File: src/rtl/imem_loader.sv
// Boot loader: unpacks a framed little-endian byte stream into 32-bit instruction words and holds the core in reset until the image is complete.
// Optional checksum byte and XOR accumulator are enabled by defining IMEM_LOADER_CHECKSUM_EN.
module imem_loader #(
  parameter int ADDR_WIDTH = 8,
  parameter int DEPTH      = 256
) (
  input  logic                  clk,
  input  logic                  rst,
  input  logic                  start,
  input  logic                  in_valid,
  input  logic [7:0]            in_byte,
  output logic                  in_ready,
  output logic                  mem_we,
  output logic [ADDR_WIDTH-1:0] mem_addr,
  output logic [31:0]           mem_wdata,
  output logic                  core_rst,
  output logic                  busy,
  output logic                  done,
  output logic                  err
);

  typedef enum logic [2:0] {
    S_IDLE,
    S_LEN_LO,
    S_LEN_HI,
    S_DATA,
`ifdef IMEM_LOADER_CHECKSUM_EN
    S_CHK,
`endif
    S_DONE,
    S_ERR
  } state_e;

  // State entered once the payload has been fully consumed.
`ifdef IMEM_LOADER_CHECKSUM_EN
  localparam state_e S_FRAME_END = S_CHK;
`else
  localparam state_e S_FRAME_END = S_DONE;
`endif

  localparam logic [16:0] DEPTH_L = 17'(DEPTH);

  state_e                  state_q, state_d;
  logic [7:0]              len_lo_q, len_lo_d;
  logic [15:0]             len_q, len_d;
  logic [15:0]             word_cnt_q, word_cnt_d;
  logic [1:0]              lane_q, lane_d;
  logic [23:0]             asm_q, asm_d;
  logic                    mem_we_q, mem_we_d;
  logic [ADDR_WIDTH-1:0]   mem_addr_q, mem_addr_d;
  logic [31:0]             mem_wdata_q, mem_wdata_d;
`ifdef IMEM_LOADER_CHECKSUM_EN
  logic [7:0]              chk_q, chk_d;
`endif
  logic                    accept;
  logic [15:0]             len_in;

  always_comb begin
    in_ready = 1'b0;
    case (state_q)
      S_LEN_LO, S_LEN_HI, S_DATA: in_ready = 1'b1;
`ifdef IMEM_LOADER_CHECKSUM_EN
      S_CHK:                      in_ready = 1'b1;
`endif
      default:                    in_ready = 1'b0;
    endcase
  end

  assign accept = in_valid && in_ready;
  assign len_in = {in_byte, len_lo_q};

  // NOTE: every *_d gets a default before the case so no path leaves it unassigned and no latch is inferred.
  always_comb begin
    state_d     = state_q;
    len_lo_d    = len_lo_q;
    len_d       = len_q;
    word_cnt_d  = word_cnt_q;
    lane_d      = lane_q;
    asm_d       = asm_q;
    mem_we_d    = 1'b0;
    mem_addr_d  = mem_addr_q;
    mem_wdata_d = mem_wdata_q;
`ifdef IMEM_LOADER_CHECKSUM_EN
    chk_d       = chk_q;
`endif

    case (state_q)
      S_IDLE, S_DONE, S_ERR: begin
        if (start) begin
          state_d    = S_LEN_LO;
          word_cnt_d = '0;
          lane_d     = '0;
          asm_d      = '0;
`ifdef IMEM_LOADER_CHECKSUM_EN
          chk_d      = '0;
`endif
        end
      end

      S_LEN_LO: begin
        if (accept) begin
          len_lo_d = in_byte;
          state_d  = S_LEN_HI;
        end
      end

      S_LEN_HI: begin
        if (accept) begin
          len_d = len_in;
          if ({1'b0, len_in} > DEPTH_L) begin
            state_d = S_ERR;
          end else if (len_in == 16'd0) begin
            state_d = S_FRAME_END;
          end else begin
            state_d = S_DATA;
          end
        end
      end

      S_DATA: begin
        if (accept) begin
`ifdef IMEM_LOADER_CHECKSUM_EN
          chk_d  = chk_q ^ in_byte;
`endif
          lane_d = lane_q + 2'd1;
          if (lane_q == 2'd3) begin
            // Earlier bytes sit in asm_q[23:0] in arrival order, low byte at the bottom.
            mem_we_d    = 1'b1;
            mem_addr_d  = ADDR_WIDTH'(word_cnt_q);
            mem_wdata_d = {in_byte, asm_q};
            word_cnt_d  = word_cnt_q + 16'd1;
            if (word_cnt_q + 16'd1 == len_q) begin
              state_d = S_FRAME_END;
            end
          end else begin
            asm_d = {in_byte, asm_q[23:8]};
          end
        end
      end

`ifdef IMEM_LOADER_CHECKSUM_EN
      S_CHK: begin
        if (accept) begin
          state_d = (in_byte == chk_q) ? S_DONE : S_ERR;
        end
      end
`endif

      default: state_d = S_IDLE;
    endcase
  end

  // NOTE: all state, including the datapath registers, is reset so the outputs are defined from the first cycle.
  always_ff @(posedge clk) begin
    if (rst) begin
      state_q     <= S_IDLE;
      len_lo_q    <= '0;
      len_q       <= '0;
      word_cnt_q  <= '0;
      lane_q      <= '0;
      asm_q       <= '0;
      mem_we_q    <= 1'b0;
      mem_addr_q  <= '0;
      mem_wdata_q <= '0;
`ifdef IMEM_LOADER_CHECKSUM_EN
      chk_q       <= '0;
`endif
    end else begin
      // NOTE: non-blocking assignments so every flop samples the pre-edge values.
      state_q     <= state_d;
      len_lo_q    <= len_lo_d;
      len_q       <= len_d;
      word_cnt_q  <= word_cnt_d;
      lane_q      <= lane_d;
      asm_q       <= asm_d;
      mem_we_q    <= mem_we_d;
      mem_addr_q  <= mem_addr_d;
      mem_wdata_q <= mem_wdata_d;
`ifdef IMEM_LOADER_CHECKSUM_EN
      chk_q       <= chk_d;
`endif
    end
  end

  assign mem_we    = mem_we_q;
  assign mem_addr  = mem_addr_q;
  assign mem_wdata = mem_wdata_q;
  assign busy      = in_ready;
  assign done      = (state_q == S_DONE);
  assign err       = (state_q == S_ERR);
  assign core_rst  = (state_q != S_DONE);

endmodule

File: config.mk
export PLATFORM = sky130hd
export DESIGN_NAME = imem_loader
export DESIGN_NICKNAME = d
export VERILOG_FILES = /design/src/rtl/imem_loader.sv
export SDC_FILE = /design/constraint.sdc
export NUM_CORES = 1
export LEC_CHECK = 0
export BUFFER_PORTS_ARGS = -buffer_cell sky130_fd_sc_hd__buf_2
export CORE_ASPECT_RATIO = 0.6
export CORE_MARGIN = 2
export CORE_UTILIZATION = 58
export CTS_CLUSTER_DIAMETER = 100
export DETAILED_ROUTE_END_ITERATION = 10
export MAX_ROUTING_LAYER = met4
export PLACE_DENSITY = 0.78
export SYNTH_ARGS = -nofsm -noshare
export SYNTH_HDL_FRONTEND = slang
export SYNTH_SLANG_ARGS = --single-unit
File: constraint.sdc
create_clock -name clk -period 2.4 [get_ports clk]
set_input_delay 0.24 -clock clk [delete_from_list [all_inputs] [get_ports clk]]
set_output_delay 0.24 -clock clk [all_outputs]
set_load 0.02 [all_outputs]
==> flow_metrics.py, run 1 <==
metrics = {
    "worst_setup_path": {
        "arrival_ns": 2.53,
        "cp-end-kind": "flip-flop",
        "crit_buf_inv": 1,
        "cp_slowest_stage_delay_ns": 0.50,
        "critPathTopFamily": "simple AND/OR/NAND/NOR gates",
        "cp_max_fo": 7,
        "crit_chain": "nand4_1 -> nor4_2 -> buf_4 -> xnor2_1 -> nand3_1 -> nor4_4 -> a2111oi_2",
        "required_ns": 2.60,
        "r2r_setup_slack_ns": 0.07,
        "crit_type": "reg2reg",
        "slowest_stage": "dfxtp_1",
        "cp-start-kind": "flip-flop",
    },
    "synth": {
        "synthCells": 623,
        "synth_seq_cells": 110,
        "synth_area_per_cell_sq_um": 7.66,
        "async_flop_share_pct": 0,
        "syn_nets": 637,
        "synth_edf_count": 0,
        "ys_seq_area_share_pct": 46.1,
        "syn_area_sq_mm": 0.00477,
        "yosysWarnings": 0,
        "ys_types": 49,
        "ys.flop_type": "dfxtp_1",
    },
    "run_status": {
        "outcome": "finished, final reports clean",
    },
    "sta": {
        "hold_violations": 0,
        "fin_setup_tns_ns": 0,
        "fin_crit_sh_pct": 97.1,
        "holdWs_ns": 0.177,
        "drv_slew": 0,
        "fmax_mhz": 429,
        "setup_viol": 0,
        "skew_ns": 0.00821,
        "period_minus_slack_ns": 2.33,
        "worst_pin_slew_ns": 0.694,
        "slew_headroom_pct": 53.7,
    },
    "drt": {
        "via_per_inst": 5.77,
        "first_pass_iters": 6,
        "drtAntennaViolNets": 0,
        "drc": 0,
        "wl_per_cell_um": 16.2,
        "wl_mm": 12.6,
        "drt-initial-drc-count": 330,
        "vias": 4490,
    },
    "clock_network": {
        "cts_tree": "done",
        "h-tree-depth": 3,
        "root_buffer": "clkbuf_16",
        "clockBufferDepth": 2,
        "cts_buffers": 9,
        "cts_sinks": 110,
        "path_clk_slew_ns": 0.07,
        "post_cts_buffers": 0,
        "worstSkewPairLatency_ns": 0.35,
    },
    "die": {
        "core_sq_mm": 0.00791,
        "die-height_um": 74.3,
        "die_area_sq_mm": 0.00900,
        "die_w_um": 121,
        "initial_core_util_pct": 60.3,
        "rows": 25,
        "boundaryPins": 58,
    },
    "place": {
        "placed_cells": 763,
        "dpl.hpwl_mm": 8.76,
        "port_buffers": 57,
        "gp_congestion": 0.944,
    },
    "run": {
        "max_cap_violations": 0,
    },
    "global_route": {
        "grt_pass1_wl_mm": 19.4,
        "grt_max_degree": 67,
        "gr-usage-all-layers_pct": 29.1,
        "use_met3_pct": 7.67,
        "antenna_found_initial": 0,
        "overflow": 0,
        "grt_util_met2_pct": 41.3,
        "grt_pass1_vias": 3827,
        "grt-busiest-layer": "met2",
        "use_met1_pct": 41.2,
    },
    "power_and_ir_drop": {
        "vdd_drop_max_v": 0.000481,
        "p_leak_nw": 2.08,
        "p_per_area_mw_per_mm2": 773,
        "p_total_mw": 4.30,
    },
    "hold_path": {
        "hp-class": "in2reg",
    },
    "final_layout": {
        "drive_gt1_share_pct": 16.6,
        "fin_cells": 778,
        "syn_to_final_growth_pct": 16.4,
        "fin_nets": 680,
        "antenna_cells": 0,
    },
}
-- repair_timing --
item / CTS / global route
gates resized for setup: 0 / 7
hold buffers: 0 / 0
endpoints found under the setup margin: 0 / 3
-- worst min-delay path, stage by stage --
cell	delay (ns)
buf_2	0.14
nand2_1	0.06
a21oi_1	0.05
-- state kept, by name, indices dropped and copies added (netlist names) --
| signal | flops |
|---|---|
| mem_wdata | 32 |
| asm_q | 24 |
| len_q | 16 |
| word_cnt_q | 16 |
| len_lo_q | 8 |
| mem_addr | 8 |
| state_q | 3 |
| lane_q | 2 |
| mem_we | 1 |
-- per-layer routing --
| layer | wire, um | part of all wire (%) |
|---|---|---|
| met1 | 6060 | 48 |
| met2 | 5360 | 43 |
| met3 | 1070 | 8.5 |
| met4 | 114 | 0.91 |
| met5 | 0 | 0 |
-- placed cells by master, fill, tap and decap left out, types with 5 or more instances in the layout --
| cell type | n |
|---|---|
| buf_4 | 23 |
| dfxtp_1 | 109 |
| nand2_1 | 174 |
| nor3_1 | 12 |
| nand3b_1 | 7 |
| a21oi_1 | 107 |
| nand4_1 | 9 |
| o21ai_0 | 10 |
| xor2_1 | 8 |
| nor2_1 | 26 |
| xnor2_1 | 12 |
| nor4_1 | 10 |
| nand3_1 | 30 |
| nor2b_1 | 5 |
| buf_2 | 56 |
| clkbuf_16 | 9 |
-- cells by family (layout without fill, tap and decap cells) --
kind of cell               count (synthesis)  after routing  share of synthesized area, %
AOI/OAI and AO/OA                        139            139                          16.1
xor gates and xnor gates                  20             20                          3.67
adders and majority gates                  2              2                         0.524
buffers and inverters                     50             97                          4.30
DFF                                      110            110                          46.1
muxes                                      1              1                         0.210
and+or+nand+nor                          301            301                          29.0
-- cell type report --
class / instances / area [sq um]
multi-input cells: 463 / 2420
fillers: 632 / 2350
flip-flops and latches: 110 / 2200
repair buffers: 80 / 473
clock buffers: 9 / 225
well taps: 108 / 135
clock inverters: 6 / 93.8
inverters: 2 / 7.51
-- metrics by stage --
stage	utilization, %	worst slack [ns]	area (sq um)
after floorplan	-	0.319	4770
after global placement	65.7	0.0926	5200
after detailed placement	65.7	0.0820	5200
after CTS	69.7	0.0608	5520
after global routing	70.2	-0.0281	5560
final	70.2	0.0698	5560
-- where the power goes --
part	internal (mW)	switching [mW]	total, mW	leakage [nW]
Clock	0.920	0.687	1.61	0.158
Combinational	0.233	0.490	0.723	1.04
Sequential	1.88	0.0876	1.97	0.887
-- synth_stat cells (5+ instances only) --
cell,count,area share [%]
nand2_1,175,14
buf_2,7,0.73
nand3b_1,7,1.1
nand3_1,31,3.2
o21ai_0,10,1.0
xor2_1,8,1.5
a21oi_1,107,11
xnor2_1,12,2.2
nor2b_1,5,0.66
dfxtp_1,110,46
nor4_1,13,1.7
nor3_1,14,1.5
nor2_1,26,2.0
nand4_1,9,1.2
clkbuf_1,38,3.0
-- path summary, 6_finish.rpt --
check                  from       endpoint  cells past startpoint
min reg2reg    mem_wdata[8]   mem_wdata[8]                      2
max reg2reg  word_cnt_q[11]     state_q[0]                      7
max          word_cnt_q[11]     state_q[0]                      7
min              in_byte[4]  mem_wdata[28]                      3
Power figures use the tool's default switching activity.
==> run 2, diff against run 1 <==
- CORE_MARGIN: 2 -> default
==> flow_metrics.py, run 2 (synthesized netlist as in run 1, its figures left out) <==
metrics = {
    "drt": {
        "via_per_inst": 5.88,
        "drtAntennaViolNets": 0,
        "wl_per_cell_um": 16.4,
        "first_pass_iters": 5,
        "drt-initial-drc-count": 390,
        "vias": 4605,
        "drc": 0,
        "wl_mm": 12.8,
    },
    "clock_network": {
        "post_cts_buffers": 0,
        "cts_buffers": 9,
        "worstSkewPairLatency_ns": 0.35,
        "cts_tree": "done",
        "clockBufferDepth": 2,
        "holdBufCountCts": 0,
        "h-tree-depth": 3,
        "root_buffer": "clkbuf_16",
        "cts_sinks": 110,
        "ctsResizeCount": 0,
        "path_clk_slew_ns": 0.08,
    },
    "worst_setup_path": {
        "crit_type": "reg2reg",
        "cp_slowest_stage_delay_ns": 0.43,
        "crit_chain": "ha_1 -> nand3_1 -> nor4_1 -> buf_4 -> mux2i_1 -> nand4_1 -> nor4_4 -> o22ai_1",
        "crit_buf_inv": 1,
        "critPathTopFamily": "simple AND/OR/NAND/NOR gates",
        "cp_max_fo": 6,
        "arrival_ns": 2.42,
        "cp-start-kind": "flip-flop",
        "cp-end-kind": "flip-flop",
        "required_ns": 2.62,
        "slowest_stage": "dfxtp_1",
    },
    "hold_path": {
        "hp-class": "in2reg",
    },
    "sta": {
        "drv_slew": 0,
        "fin_crit_sh_pct": 91.7,
        "period_minus_slack_ns": 2.20,
        "fmax_mhz": 455,
        "worst_pin_slew_ns": 0.645,
        "rsz0062_at_grt": "no",
        "fin_setup_tns_ns": 0,
        "skew_ns": 0.00843,
        "hold_violations": 0,
        "setup_viol": 0,
        "slew_headroom_pct": 57.0,
    },
    "global_route": {
        "use_met1_pct": 46.6,
        "grt-busiest-layer": "met1",
        "overflow": 0,
        "gr-usage-all-layers_pct": 31.7,
        "antenna_found_initial": 0,
        "grt_pass1_vias": 3861,
        "grt_pass1_wl_mm": 20.3,
        "grt_max_degree": 62,
        "use_met3_pct": 7.08,
        "grt_util_met2_pct": 44.0,
    },
    "die": {
        "initial_core_util_pct": 60.3,
        "rows": 25,
        "die_area_sq_mm": 0.00861,
        "boundaryPins": 58,
        "die-height_um": 72.3,
        "core_sq_mm": 0.00791,
        "die_w_um": 119,
    },
    "run_status": {
        "outcome": "finished, final reports clean",
    },
    "final_layout": {
        "final_common_cell": "nand2_1",
        "fin_util_pct": 70.8,
        "antenna_cells": 0,
        "seqCellArea_sq_mm": 0.00220,
        "drive_gt1_share_pct": 16.9,
        "largest_reg_flops": 32,
        "syn_to_final_growth_pct": 17.3,
        "fin_nets": 684,
        "multiInputGateArea_sq_mm": 0.00239,
        "fill_cells": 644,
        "final_cell_mix": "174 x nand2_1, 108 x dfxtp_1, 107 x a21oi_1",
    },
    "power_and_ir_drop": {
        "vdd_drop_max_v": 0.000554,
        "p_leak_nw": 2.09,
        "p_per_area_mw_per_mm2": 801,
    },
    "place": {
        "gp_congestion": 0.913,
        "dpl.hpwl_mm": 8.93,
        "port_buffers": 57,
    },
    "run": {
        "max_cap_violations": 0,
    },
}
run 2: cell count changes in the layout (fill, tap and decap cells not counted), sizes merged:
cell | previous run | this run
clkinv | 2 | 1
buf | 80 | 84
bufinv | 2 | 3
clkbuf | 9 | 10
run 2: layout make-up:
class	count	area share, %
Sequential cell	110	39.4
Multi-Input combinational cell	463	42.6
Clock inverter	6	2.26
Inverter	2	0.134
Timing Repair Buffer	84	8.98
Clock buffer	10	4.27
Tap cell	108	2.41
run 2: layer usage:
layer / routed length [um] / share of wire (%)
met5: 0 / 0
met4: 76 / 0.59
met3: 1030 / 8.0
met2: 5370 / 42
met1: 6340 / 49
run 2: tightest hold or removal path, stage by stage:
cell and delay [ns]:
buf_2 0.13, nand2_1 0.06, a21oi_1 0.05
run 2: per-stage QoR:
step | std cells | instance area [sq um] | hold WS (ns) | total power [mW] | worst slack (ns)
2_1_floorplan | 623 | 4770 | 0.376 | 2.51 | 0.319
3_3_place_gp | 767 | 5230 | 0.439 | 2.71 | 0.180
3_5_place_dp | 767 | 5230 | 0.443 | 2.73 | 0.106
4_1_cts | 783 | 5590 | 0.164 | 4.48 | 0.105
5_1_grt | 783 | 5600 | 0.168 | 4.63 | 0.0248
6_report | 783 | 5600 | 0.174 | 4.49 | 0.200
run 2: power by group:
part           total, mW  switching [mW]  internal [mW]
clock               1.77           0.704           1.07
sequential          1.98          0.0996           1.88
combinational      0.736           0.494          0.242
run 2: final timing paths:
kind,startpoint,endpoint,slack (ns),cells after the start
min reg2reg,asm_q[4],mem_wdata[4],0.45,2
min,in_byte[7],asm_q[23],0.17,3
max reg2reg,word_cnt_q[1],state_q[1],0.20,8
max,word_cnt_q[1],state_q[1],0.20,8
